`src/rtl/latch_bus_arbiter.sv`:
```
// latch_bus_arbiter: round-robin sharing of one transparent latch and its bus drive among NREQ requesters
module latch_bus_arbiter #(
  parameter int NREQ         = 4,
  parameter int WIDTH        = 8,
  parameter int LE_CYCLES    = 1,
  parameter int DRIVE_CYCLES = 2
) (
  input  logic                  CLK,
  input  logic                  RST_n,
  input  logic [NREQ-1:0]       REQ,
  input  logic [NREQ*WIDTH-1:0] DIN,
  input  logic                  HOLD,
  output logic [NREQ-1:0]       GNT,
  output logic [NREQ-1:0]       ACK,
  output logic                  BUSY,
  output logic [WIDTH-1:0]      LATCH_D,
  output logic                  LATCH_LE,
  output logic                  LATCH_OE,
  output logic                  BUS_VALID
);
  localparam int PW = (NREQ > 1) ? $clog2(NREQ) : 1;
  typedef enum logic [2:0] {IDLE, SETUP, LATCH, DRIVE, ACKS} state_t;
  state_t            state_q;
  logic [PW-1:0]     ptr_q, win, idx, nxt;
  logic [PW:0]       sum;
  logic [NREQ-1:0]   gnt_q, ack_q;
  logic [WIDTH-1:0]  data_q;
  logic              le_q, oe_q;
  logic [15:0]       cnt_q;
  // Scan downward so the lowest offset from the pointer wins the last assignment
  always_comb begin
    win = ptr_q;
    sum = '0;
    idx = '0;
    for (int k = NREQ - 1; k >= 0; k--) begin
      sum = {1'b0, ptr_q} + (PW+1)'(k);
      idx = PW'(sum >= (PW+1)'(NREQ) ? sum - (PW+1)'(NREQ) : sum);
      if (REQ[idx]) win = idx;
    end
    nxt = (win == PW'(NREQ - 1)) ? '0 : win + 1'b1;
  end
  always_ff @(posedge CLK or negedge RST_n) begin
    if (!RST_n) begin
      state_q <= IDLE;
      ptr_q   <= '0;
      gnt_q   <= '0;
      ack_q   <= '0;
      data_q  <= '0;
      le_q    <= 1'b0;
      oe_q    <= 1'b0;
      cnt_q   <= '0;
    end else begin
      case (state_q)
        IDLE: if (!HOLD && |REQ) begin
          gnt_q   <= NREQ'(1) << win;
          data_q  <= DIN[win*WIDTH +: WIDTH];
          ptr_q   <= nxt;
          state_q <= SETUP;
        end
        SETUP: begin
          le_q    <= 1'b1;
          cnt_q   <= '0;
          state_q <= LATCH;
        end
        LATCH: if (cnt_q == 16'(LE_CYCLES - 1)) begin
          le_q    <= 1'b0;
          oe_q    <= 1'b1;
          cnt_q   <= '0;
          state_q <= DRIVE;
        end else cnt_q <= cnt_q + 1'b1;
        DRIVE: if (cnt_q == 16'(DRIVE_CYCLES - 1)) begin
          oe_q    <= 1'b0;
          ack_q   <= gnt_q;
          state_q <= ACKS;
        end else cnt_q <= cnt_q + 1'b1;
        ACKS: begin
          ack_q   <= '0;
          gnt_q   <= '0;
          state_q <= IDLE;
        end
        default: state_q <= IDLE;
      endcase
    end
  end
  assign GNT       = gnt_q;
  assign ACK       = ack_q;
  assign BUSY      = state_q != IDLE;
  assign LATCH_D   = data_q;
  assign LATCH_LE  = le_q;
  assign LATCH_OE  = oe_q;
  assign BUS_VALID = oe_q;
endmodule

```
`config.mk`:
```
export PLATFORM = sky130hd
export DESIGN_NAME = latch_bus_arbiter
export DESIGN_NICKNAME = d
export VERILOG_FILES = /design/src/rtl/latch_bus_arbiter.sv
export SDC_FILE = /design/constraint.sdc
export NUM_CORES = 1
export LEC_CHECK = 0
export BUFFER_PORTS_ARGS = -buffer_cell sky130_fd_sc_hd__buf_2
export CAP_MARGIN = 20
export CORE_MARGIN = 2
export CORE_UTILIZATION = 30
export CTS_BUF_LIST = sky130_fd_sc_hd__clkbuf_16
export DETAILED_ROUTE_END_ITERATION = 10
export SYNTH_ARGS = -nofsm -noshare
export SYNTH_HDL_FRONTEND = slang
export SYNTH_SLANG_ARGS = --single-unit
```
`constraint.sdc`:
```
create_clock -name CLK -period 1.7 [get_ports CLK]
set_input_delay 0.34 -clock CLK [delete_from_list [all_inputs] [get_ports CLK]]
set_output_delay 0.34 -clock CLK [all_outputs]
set_load 0.1 [all_outputs]
```
==> out/qor.csv, run 1 <==
stage,metric,value,unit
status,status,"complete, but fails checks",
status,failing checks,setup timing,
worst_setup_path,CP arrival,1.86,ns
worst_setup_path,Worst path depth,7,
power_and_ir_drop,Pwr Density,1890,nW/um^2
clock_network,H-tree depth,2,
logic_synthesis,Simple-Gate Fraction of Synth Area,24.7,%
grt,All-Layer GR Usage,13.7,%
power_and_ir_drop,final total power,6220,uW
grt,first-pass GRT wire length,9230,um
worst_setup_path,worst-path fanout max,5,
logic_synthesis,mux share of post-synthesis cell area,9.64,%
sta,Fin Clk Skew,0.00677,ns
logic_synthesis,xor-xnor portion of the synthesized cell area,4.60,%
detailed_routing,First-pass DRT Iterations,4,
grt,initial antenna violation count,0,
clock_network,number of CTS-inserted buffers,5,
logic_synthesis,Synth cell types,43,
final_layout,P&R area growth vs syn,44.1,%
logic_synthesis,async set or reset register ratio after synthesis,100,%
logic_synthesis,register bit total from synthesis,39,
clock_network,CTS Sinks,39,
worst_setup_path,CP Capture Type,flop,
worst_setup_path,worst reg2reg setup slack,-0.002,ns
logic_synthesis,net count after synthesis,277,
sta,final setup violation count,2,
floorplan,Die Area,8330,um^2
worst_setup_path,crit-path max cell delay,0.44,ns
final_layout,share of layout cells above drive strength 1,42.5,%
logic_synthesis,"EDFF count, synth",0,
final_layout,Final Instance Area,3290,um^2
floorplan,die height,91.2,um
floorplan,Die X,91.2,um
detailed_routing,routed vias/inst,4.71,
logic_synthesis,largest cells by area after synthesis,"dfrtp_1 43%, mux2i_1 9.6%, nand2_1 5.6%, nor2_1 3.9%, ha_1 3.8%",
hold_path,HP Class,in2async,
grt,grt total ovfl,0,
grt,vias in the first global route,2015,
floorplan,IO Pins,59,
clock_network,clk buf depth,2,
sta,setup ws final,-0.00209,ns
logic_synthesis,share of the synthesized area in the top cell type,42.7,%
floorplan,Starting Density,31.1,%
floorplan,core area,7330,um^2
placed_design,"worst slack, placed",-0.105,ns
final_layout,Post-Layout Cell Count,424,
clock_network,"CTS clk-pin slew, worst paths",0.06,ns
clock_network,CTS tree,built,
sta,fmax,588,MHz
logic_synthesis,Syn. warnings,0,
logic_synthesis,Synth Instances,231,
sta,final critical-path share of the clock period,100,%
sta,minimum clock period,1.70,ns
logic_synthesis,Adder-Cell Fraction of Synth Area,3.84,%
worst_setup_path,Crit-path slowest cell,dfrtp_2,
sta,Slew HR,67.5,%
placed_design,Final GP Congestion,0.754,
sta,Hold Fails Final Rpt,0,
worst_setup_path,critical path class,reg2reg,
detailed_routing,Vias,1998,
worst_setup_path,reg2reg path depth,7,
placed_design,Port Buffers,58,
logic_synthesis,Syn Area/Cell,9.89,um^2
floorplan,row count,31,
worst_setup_path,"delay-heaviest family, CP",simple AND/OR/NAND/NOR gates,
clock_network,Clock Latency Late Sink,0.28,ns
final_layout,final-stage net count,371,
logic_synthesis,"count leader, synth",dfrtp_1,
worst_setup_path,Most Frequent Cell on Critical Path,buf_6,
placed_design,detailed placement HPWL,3980,um
final_layout,Finished Core Util,44.9,%
clock_network,CTS root buf,clkbuf_16,
placed_design,Placed Instances,411,
placed_design,DP Area,2950,um^2
worst_setup_path,Buf/Inv on CP,2,
worst_setup_path,Startpoint Class,flop,
detailed_routing,number of DRC markers in iteration 0,30,
logic_synthesis,Post-synth top cells,"39 x dfrtp_1, 34 x nand2_1, 24 x nor2_1",
logic_synthesis,Synth Area in Compound Gates,10.1,%
logic_synthesis,synthesized cell area,2280,um^2
detailed_routing,drt drc,0,
logic_synthesis,Synth area leader,dfrtp_1,
power_and_ir_drop,Leak,0.00161,uW
sta,Final Max Tran Viols,0,
detailed_routing,Routed WL,5480,um
power_and_ir_drop,maximum VDD drop,1.20,mV
detailed_routing,Antenna Violating Nets Remaining,0,
sta,RSZ-0062 raised after global routing,true,
logic_synthesis,Synth Flop Type,dfrtp_1,
logic_synthesis,"Seq/Total Area, Yosys",42.7,%
sta,Worst-Margin Slew,0.487,ns
final_layout,ant diodes,0,
worst_setup_path,WP data required,1.86,ns
detailed_routing,drt wl/cell,12.9,um
worst_setup_path,worst-path cell chain,nor4_4 -> and4_1 -> buf_6 -> nand4_4 -> buf_6 -> mux2i_1 -> nor2_1,
grt,largest net degree at the start of global routing,21,
run,Max-Cap Viols,0,
logic_synthesis,largest family of logic cells by synthesized area,simple AND/OR/NAND/NOR gates,
[layer usage]
layer / part of all wire [%] / vias up / global-route usage [%]
met3: 5.8 / 8 / 4.65
met4: 1.6 / 0 / 4.80
met2: 50 / 54 / 22.7
met5: 0 / - / 0
li1: - / 999 / -
met1: 42 / 937 / 16.5
[metrics by stage]
step | hold WS, ns | TNS [ns]
2_1_floorplan | 0.0444 | 0
3_3_place_gp | 0.330 | -0.749
3_5_place_dp | 0.329 | -0.949
4_1_cts | 0.0278 | 0
5_1_grt | 0.0427 | -1.91
6_report | 0.0174 | -0.00251
[cell families (layout without fill, tap and decap cells)]
logic type	Yosys count	after routing
and+or+nand+nor	103	103
DFF	39	39
AOI/OAI and AO/OA	29	29
muxes	22	22
buffers and inverters	19	113
xor gates and xnor gates	12	12
adders and majority gates	7	7
[final timing paths]
| kind | to | start |
|---|---|---|
| setup reg to reg | ACK[2] | cnt_q[14] |
| min in group CLK | LATCH_D[5] | DIN[5] |
| setup / recovery | ACK[2] | cnt_q[14] |
| max in group asynchronous | state_q[1] | RST_n |
| hold / removal | ACK[1] | RST_n |
| hold reg to reg | LATCH_D[1] | LATCH_D[1] |
[placed cells by master, fill, tap and decap left out, types with 7 or more instances in the layout]
master | Yosys | layout
xnor2_1 | 9 | 9
mux2i_1 | 22 | 22
nand2_1 | 34 | 30
clkbuf_16 | 0 | 7
dfrtp_1 | 39 | 37
buf_4 | 3 | 27
buf_2 | 3 | 57
o221ai_1 | 8 | 8
inv_1 | 11 | 9
nor2_1 | 24 | 23
nand3_1 | 8 | 8
[where the power goes]
group          internal, uW  total, uW  switching [uW]  leakage (uW)
clock                   527        883             356     0.0000671
sequential             1210       1460             247      0.000505
combinational          1270       3880            2610       0.00104
[layout make-up]
cell class	count	area, um^2
Tap cell	99	124
Timing Repair Buffer	95	674
Clock buffer	5	125
Sequential cell	39	978
Fill cell	700	4040
Clock inverter	2	8.76
Inverter	11	41.3
Multi-Input combinational cell	173	1340
[repair_timing]
action	in CTS	in global routing
resized for setup	2	29
setup buffers	0	4
pin swaps	1	16
hold buffers	0	0
cloned	0	3
setup endpoints to repair	20	35
[registers in the layout, summed over array words and instances, names as in the netlist]
register / flops
ACK: 4
BUS_VALID: 1
GNT: 4
LATCH_D: 8
LATCH_LE: 1
cnt_q: 16
ptr_q: 2
state_q: 3
Power figures use the tool's default switching activity.
==> run 2: changes to the inputs <==
CORE_UTILIZATION = 25   (was 30)
==> run 2 against run 1 <==
The flow now finishes without violations. Utilization decreased by 8.7 points. Sequential cell count is the same. Via count shrank 2.4%. Largest power group unchanged. Highest routed layer unchanged.
==> out/qor.csv, run 2 (synthesis gave the netlist of run 1 again) <==
stage,metric,value,unit
detailed_routing,drt drc,0,
hold_path,HP Class,in2async,
placed_design,Final GP Congestion,0.768,
clock_network,CTS tree,built,
detailed_routing,routed vias/inst,4.55,
placed_design,"worst slack, placed",-0.138,ns
grt,first-pass GRT wire length,9470,um
grt,vias in the first global route,2034,
final_layout,share of layout cells above drive strength 1,39.3,%
worst_setup_path,Startpoint Class,flop,
power_and_ir_drop,final total power,6120,uW
sta,Fin Setup TNS,0,ns
sta,minimum clock period,1.69,ns
power_and_ir_drop,maximum VDD drop,1.30,mV
detailed_routing,Antenna Violating Nets Remaining,0,
sta,RSZ-0062 raised after global routing,true,
final_layout,Post-Layout Cell Count,429,
detailed_routing,drt wl/cell,13.4,um
clock_network,clk buf depth,2,
final_layout,Finished Core Util,36.2,%
final_layout,"most common cell after layout, fill and taps aside",buf_2,
worst_setup_path,crit-path max cell delay,0.42,ns
sta,final critical-path share of the clock period,99.2,%
clock_network,number of CTS-inserted buffers,5,
power_and_ir_drop,Leak,0.00158,uW
final_layout,ant diodes,0,
final_layout,max reg flops,16,
worst_setup_path,WP data required,1.86,ns
detailed_routing,First-pass DRT Iterations,4,
floorplan,Starting Density,25.9,%
power_and_ir_drop,Pwr Density,1920,nW/um^2
floorplan,Die Area,9910,um^2
floorplan,row count,34,
clock_network,H-tree depth,2,
sta,Hold Fails Final Rpt,0,
clock_network,"CTS clk-pin slew, worst paths",0.06,ns
detailed_routing,number of DRC markers in iteration 0,75,
clock_network,CTS Sinks,39,
sta,Final Max Tran Viols,0,
worst_setup_path,worst-path fanout max,5,
grt,initial antenna violation count,0,
placed_design,Placed Instances,417,
clock_network,CTS root buf,clkbuf_16,
run,Max-Cap Viols,0,
detailed_routing,Vias,1950,
floorplan,Die X,99.6,um
placed_design,Port Buffers,58,
final_layout,P&R area growth vs syn,39.6,%
sta,Fin Clk Skew,0.0115,ns
floorplan,IO Pins,59,
sta,Slew HR,65.4,%
placed_design,detailed placement HPWL,4190,um
sta,setup ws final,0.0137,ns
final_layout,final-stage net count,367,
worst_setup_path,worst-path cell chain,nor3b_2 -> a2111oi_2 -> a21oi_4 -> clkbuf_16 -> mux2i_1 -> o221ai_1,
clock_network,Clock Latency Late Sink,0.29,ns
sta,final setup violation count,0,
final_layout,Reg with most FFs,cnt_q,
grt,All-Layer GR Usage,11.9,%
detailed_routing,Routed WL,5740,um
sta,fmax,593,MHz
sta,Worst-Margin Slew,0.518,ns
floorplan,core area,8810,um^2
worst_setup_path,Crit-path slowest cell,dfrtp_1,
grt,largest net degree at the start of global routing,40,
status,status,completed,
worst_setup_path,CP Capture Type,flop,
final_layout,most frequent cells in the layout,"57 x buf_2, 39 x dfrtp_1, 31 x nand2_1",
worst_setup_path,CP arrival,1.85,ns
floorplan,die height,99.6,um
worst_setup_path,critical path class,reg2reg,
grt,grt total ovfl,0,
## run 2: changes by cell type in the layout (fill, tap and decap cells not counted), moves of 2 or more
cell,change
dfrtp_2,-2
ha_1,+2
buf_12,-2
ha_2,-2
nor4_1,+2
dfrtp_1,+2
## run 2: through the flow
| step | area (um^2) | hold WS, ns |
|---|---|---|
| floorplan | 2300 | 0.0444 |
| global placement | 2910 | 0.426 |
| detailed placement | 2910 | 0.437 |
| CTS | 3060 | 0.135 |
| global route | 3190 | 0.159 |
| finish | 3190 | 0.118 |
## run 2: path summary, 6_finish.rpt
kind / slack (ns) / end / cells after the start / start
max: 0.01 / LATCH_D[1] / 6 / ptr_q[1]
min: 0.12 / cnt_q[11] / 2 / RST_n
max reg2reg: 0.01 / LATCH_D[1] / 6 / ptr_q[1]
min reg2reg: 0.49 / LATCH_D[7] / 2 / LATCH_D[7]
max in group asynchronous: 1.23 / GNT[3] / 2 / RST_n
min in group CLK: 0.36 / LATCH_D[2] / 3 / DIN[2]
## run 2: layout make-up
type | count | area [um^2]
Timing Repair Buffer | 91 | 616
Sequential cell | 39 | 976
Multi-Input combinational cell | 173 | 1280
Clock buffer | 5 | 125
Inverter | 11 | 41.3
Fill cell | 890 | 5620
Clock inverter | 2 | 13.8
Tap cell | 108 | 135
## run 2: per-layer routing
layer / track usage (%) / part of all wire, % / up-vias
met3: 4.15 / 6.1 / 4
li1: - / - / 990
met5: 0 / 0 / -
met1: 14.3 / 45 / 900
met2: 20.3 / 48 / 56
met4: 3.06 / 0.96 / 0
## run 2: power by group
part / internal [uW] / switching (uW) / leakage [uW]
Clock: 535 / 377 / 0.0000696
Sequential: 1210 / 267 / 0.000507
Combinational: 1160 / 2570 / 0.000999
Total: 2900 / 3220 / 0.00158
## run 2: what timing repair did
item / CTS / global route
setup endpoints to repair: 2 / 34
gates resized for setup: 1 / 17
setup buffers: 0 / 3
pin swaps: 0 / 14
hold buffers: 0 / 0
gates cloned: 0 / 3
## run 2: worst max-delay path: cells and delay by family (launching register included)
kind	cells	cell delay, ns
AO/OA/AOI/OAI	3	0.50
AND/OR/NAND/NOR	1	0.22
multiplexers	1	0.19
flip-flops	1	0.42
buffers and inverters	1	0.22
==> run 3: changes to the inputs <==
ABC_AREA = 1   (was not set)
==> run 3 against run 2 <==
The flow now finishes with violations (setup timing). Highest routed layer unchanged. Die area is 9.7% higher. Final area up 23%. Worst hold slack gained 0.0017 ns. Sequential cell count did not move. Maximum frequency decreased by 6.8%.
==> out/qor.csv, run 3 <==
stage,metric,value,unit
final_layout,max reg flops,16,
sta,minimum clock period,1.81,ns
floorplan,Die Area,10900,um^2
final_layout,Reg with most FFs,cnt_q,
worst_setup_path,Startpoint Class,flop,
logic_synthesis,Synth Flop Type,dfrtp_1,
final_layout,share of layout cells above drive strength 1,48.9,%
detailed_routing,drt drc,0,
grt,M1 GR Usage,15.5,%
worst_setup_path,WP data required,1.87,ns
floorplan,row count,36,
logic_synthesis,Synth area leader,dfrtp_1,
final_layout,register area,980,um^2
logic_synthesis,largest cells by area after synthesis,"dfrtp_1 39%, nand2_1 13%, nand3_1 13%, inv_1 5.8%, o21ai_0 5.6%",
status,status,"complete, but fails checks",
worst_setup_path,CP Capture Type,flop,
final_layout,"most common cell after layout, fill and taps aside",buf_2,
sta,Hold Fails Final Rpt,0,
detailed_routing,First-pass DRT Iterations,4,
sta,Hold WS,0.119,ns
logic_synthesis,Post-synth top cells,"89 x nand2_1, 65 x nand3_1, 39 x dfrtp_1, 39 x inv_1, 28 x o21ai_0",
sta,final setup violation count,12,
clock_network,"CTS clk-pin slew, worst paths",0.06,ns
detailed_routing,routed vias/inst,4.63,
clock_network,H-tree depth,2,
grt,All-Layer GR Usage,12.5,%
grt,busiest layer in global routing,met2,
floorplan,die height,104,um
logic_synthesis,async set or reset register ratio after synthesis,100,%
logic_synthesis,register bit total from synthesis,39,
grt,grt total ovfl,0,
final_layout,area of the multi-input gates,1680,um^2
logic_synthesis,synthesized cell area,2510,um^2
final_layout,final-stage net count,489,
status,failing checks,setup timing,
sta,RSZ-0062 raised after global routing,true,
placed_design,Final GP Congestion,0.843,
worst_setup_path,worst-path fanout max,8,
clock_network,CTS root buf,clkbuf_16,
grt,vias in the first global route,2493,
worst_setup_path,"delay-heaviest family, CP",simple AND/OR/NAND/NOR gates,
logic_synthesis,"EDFF count, synth",0,
sta,fmax,553,MHz
run,Max-Cap Viols,0,
logic_synthesis,Synth cell types,30,
sta,Fin Clk Skew,0.00702,ns
logic_synthesis,Syn. warnings,0,
sta,final critical-path share of the clock period,106,%
worst_setup_path,Crit-path slowest cell,dfrtp_2,
worst_setup_path,worst-path cell chain,inv_4 -> nand2_1 -> nand3_2 -> nand2_1 -> inv_1 -> nand2_2 -> nand2_4 -> nand2_4 -> nand2_4 -> nand2_8 -> clkbuf_16 -> nand2_2 -> nand3_2 -> nand3_2 -> nand2_1,
detailed_routing,Antenna Violating Nets Remaining,0,
clock_network,Clock Latency Late Sink,0.28,ns
logic_synthesis,"count leader, synth",nand2_1,
clock_network,number of CTS-inserted buffers,5,
logic_synthesis,"Seq/Total Area, Yosys",38.8,%
final_layout,Final Instance Area,3930,um^2
logic_synthesis,net count after synthesis,392,
logic_synthesis,Syn Area/Cell,7.27,um^2
worst_setup_path,Buf/Inv on CP,3,
placed_design,"worst slack, placed",-0.112,ns
final_layout,P&R area growth vs syn,56.2,%
clock_network,hold-fix buffers at CTS,0,
detailed_routing,number of DRC markers in iteration 0,77,
sta,Fin Setup TNS,-0.996,ns
worst_setup_path,critical path class,reg2reg,
floorplan,Die X,104,um
floorplan,Starting Density,25.7,%
clock_network,CTS tree,built,
sta,setup ws final,-0.109,ns
sta,Slew HR,65.9,%
hold_path,HP Class,in2async,
clock_network,CTS Sinks,39,
grt,grt met2 use,22.0,%
floorplan,core area,9770,um^2
worst_setup_path,crit-path max cell delay,0.47,ns
grt,largest net degree at the start of global routing,40,
detailed_routing,Routed WL,7510,um
sta,Final Max Tran Viols,0,
grt,initial antenna violation count,0,
floorplan,IO Pins,59,
final_layout,fill cell total of the finished layout,984,
sta,Worst-Margin Slew,0.512,ns
clock_network,clk buf depth,2,
final_layout,most frequent cells in the layout,"57 x buf_2, 51 x nand2_1, 36 x dfrtp_1",
logic_synthesis,Synth Instances,346,
worst_setup_path,CP arrival,1.98,ns
detailed_routing,drt wl/cell,13.0,um
placed_design,DP Area,3150,um^2
detailed_routing,Vias,2672,
placed_design,Port Buffers,58,
final_layout,ant diodes,0,
grt,GRT met3 Usage,2.57,%
placed_design,detailed placement HPWL,5080,um
logic_synthesis,share of the synthesized area in the top cell type,38.8,%
grt,first-pass GRT wire length,11200,um
run 3: changes by cell type in the layout (fill, tap and decap cells not counted), moves of 8 or more:
cell      before  now
nand2_1       31   51
nand3_2        0   29
inv_1          8   33
nand2_2        1   34
mux2i_1       22    0
o221ai_1       8    0
xnor2_1        9    0
nand3_1        8   35
nor2_1        24   11
o21ai_1        2   16
run 3: area by class of cell:
cell class	count	share of cell area, %
inverter	45	4.87
tap	133	4.24
timing repair inverter	2	0.510
sequential	39	24.9
timing repair buffer	99	18.3
multi-input combinational	251	42.9
clock buffer	5	3.18
clock inverter	3	1.11
run 3: through the flow:
step,util [%],cells
final,40.2,577
after global routing,40.2,577
after CTS,34.4,565
after detailed placement,32.3,555
after global placement,32.3,555
after floorplan,-,346
run 3: timing repair:
| action | in CTS | in global routing |
|---|---|---|
| endpoints found under the setup margin | 14 | 27 |
| buffers inserted | 2 | 9 |
| gates cloned | 0 | 3 |
| pin swaps | 2 | 35 |
| gates resized for setup | 12 | 128 |
run 3: metal layers:
layer,vias to the layer above,wire [um]
li1,1334,-
met1,1238,3150
met2,89,3890
met3,11,378
met4,0,87
met5,-,0
run 3: final timing paths:
path	from	end	slack [ns]	depth (start not counted)
worst max-delay path	ptr_q[0]	LATCH_D[2]	-0.11	15
worst min-delay path	RST_n	ACK[2]	0.12	2
worst max register to register	ptr_q[0]	LATCH_D[2]	-0.11	15
worst min register to register	LATCH_D[5]	LATCH_D[5]	0.47	2
max in group asynchronous	RST_n	cnt_q[2]	1.21	2
min in group CLK	DIN[13]	LATCH_D[5]	0.38	5
run 3: logic make-up (layout without fill, tap and decap cells):
family / after synthesis / after routing / synth area share, %
simple gates: 192 / 192 / 35.6
buf+inv: 56 / 154 / 9.70
compound gates: 46 / 46 / 10.3
flops: 39 / 39 / 38.8
fa+ha+maj: 7 / 7 / 3.48
xor+xnor: 6 / 6 / 2.09
Power of run 3 is not shown: default switching activity piles up to over one toggle a cycle in this logic, so the estimate is an artifact.
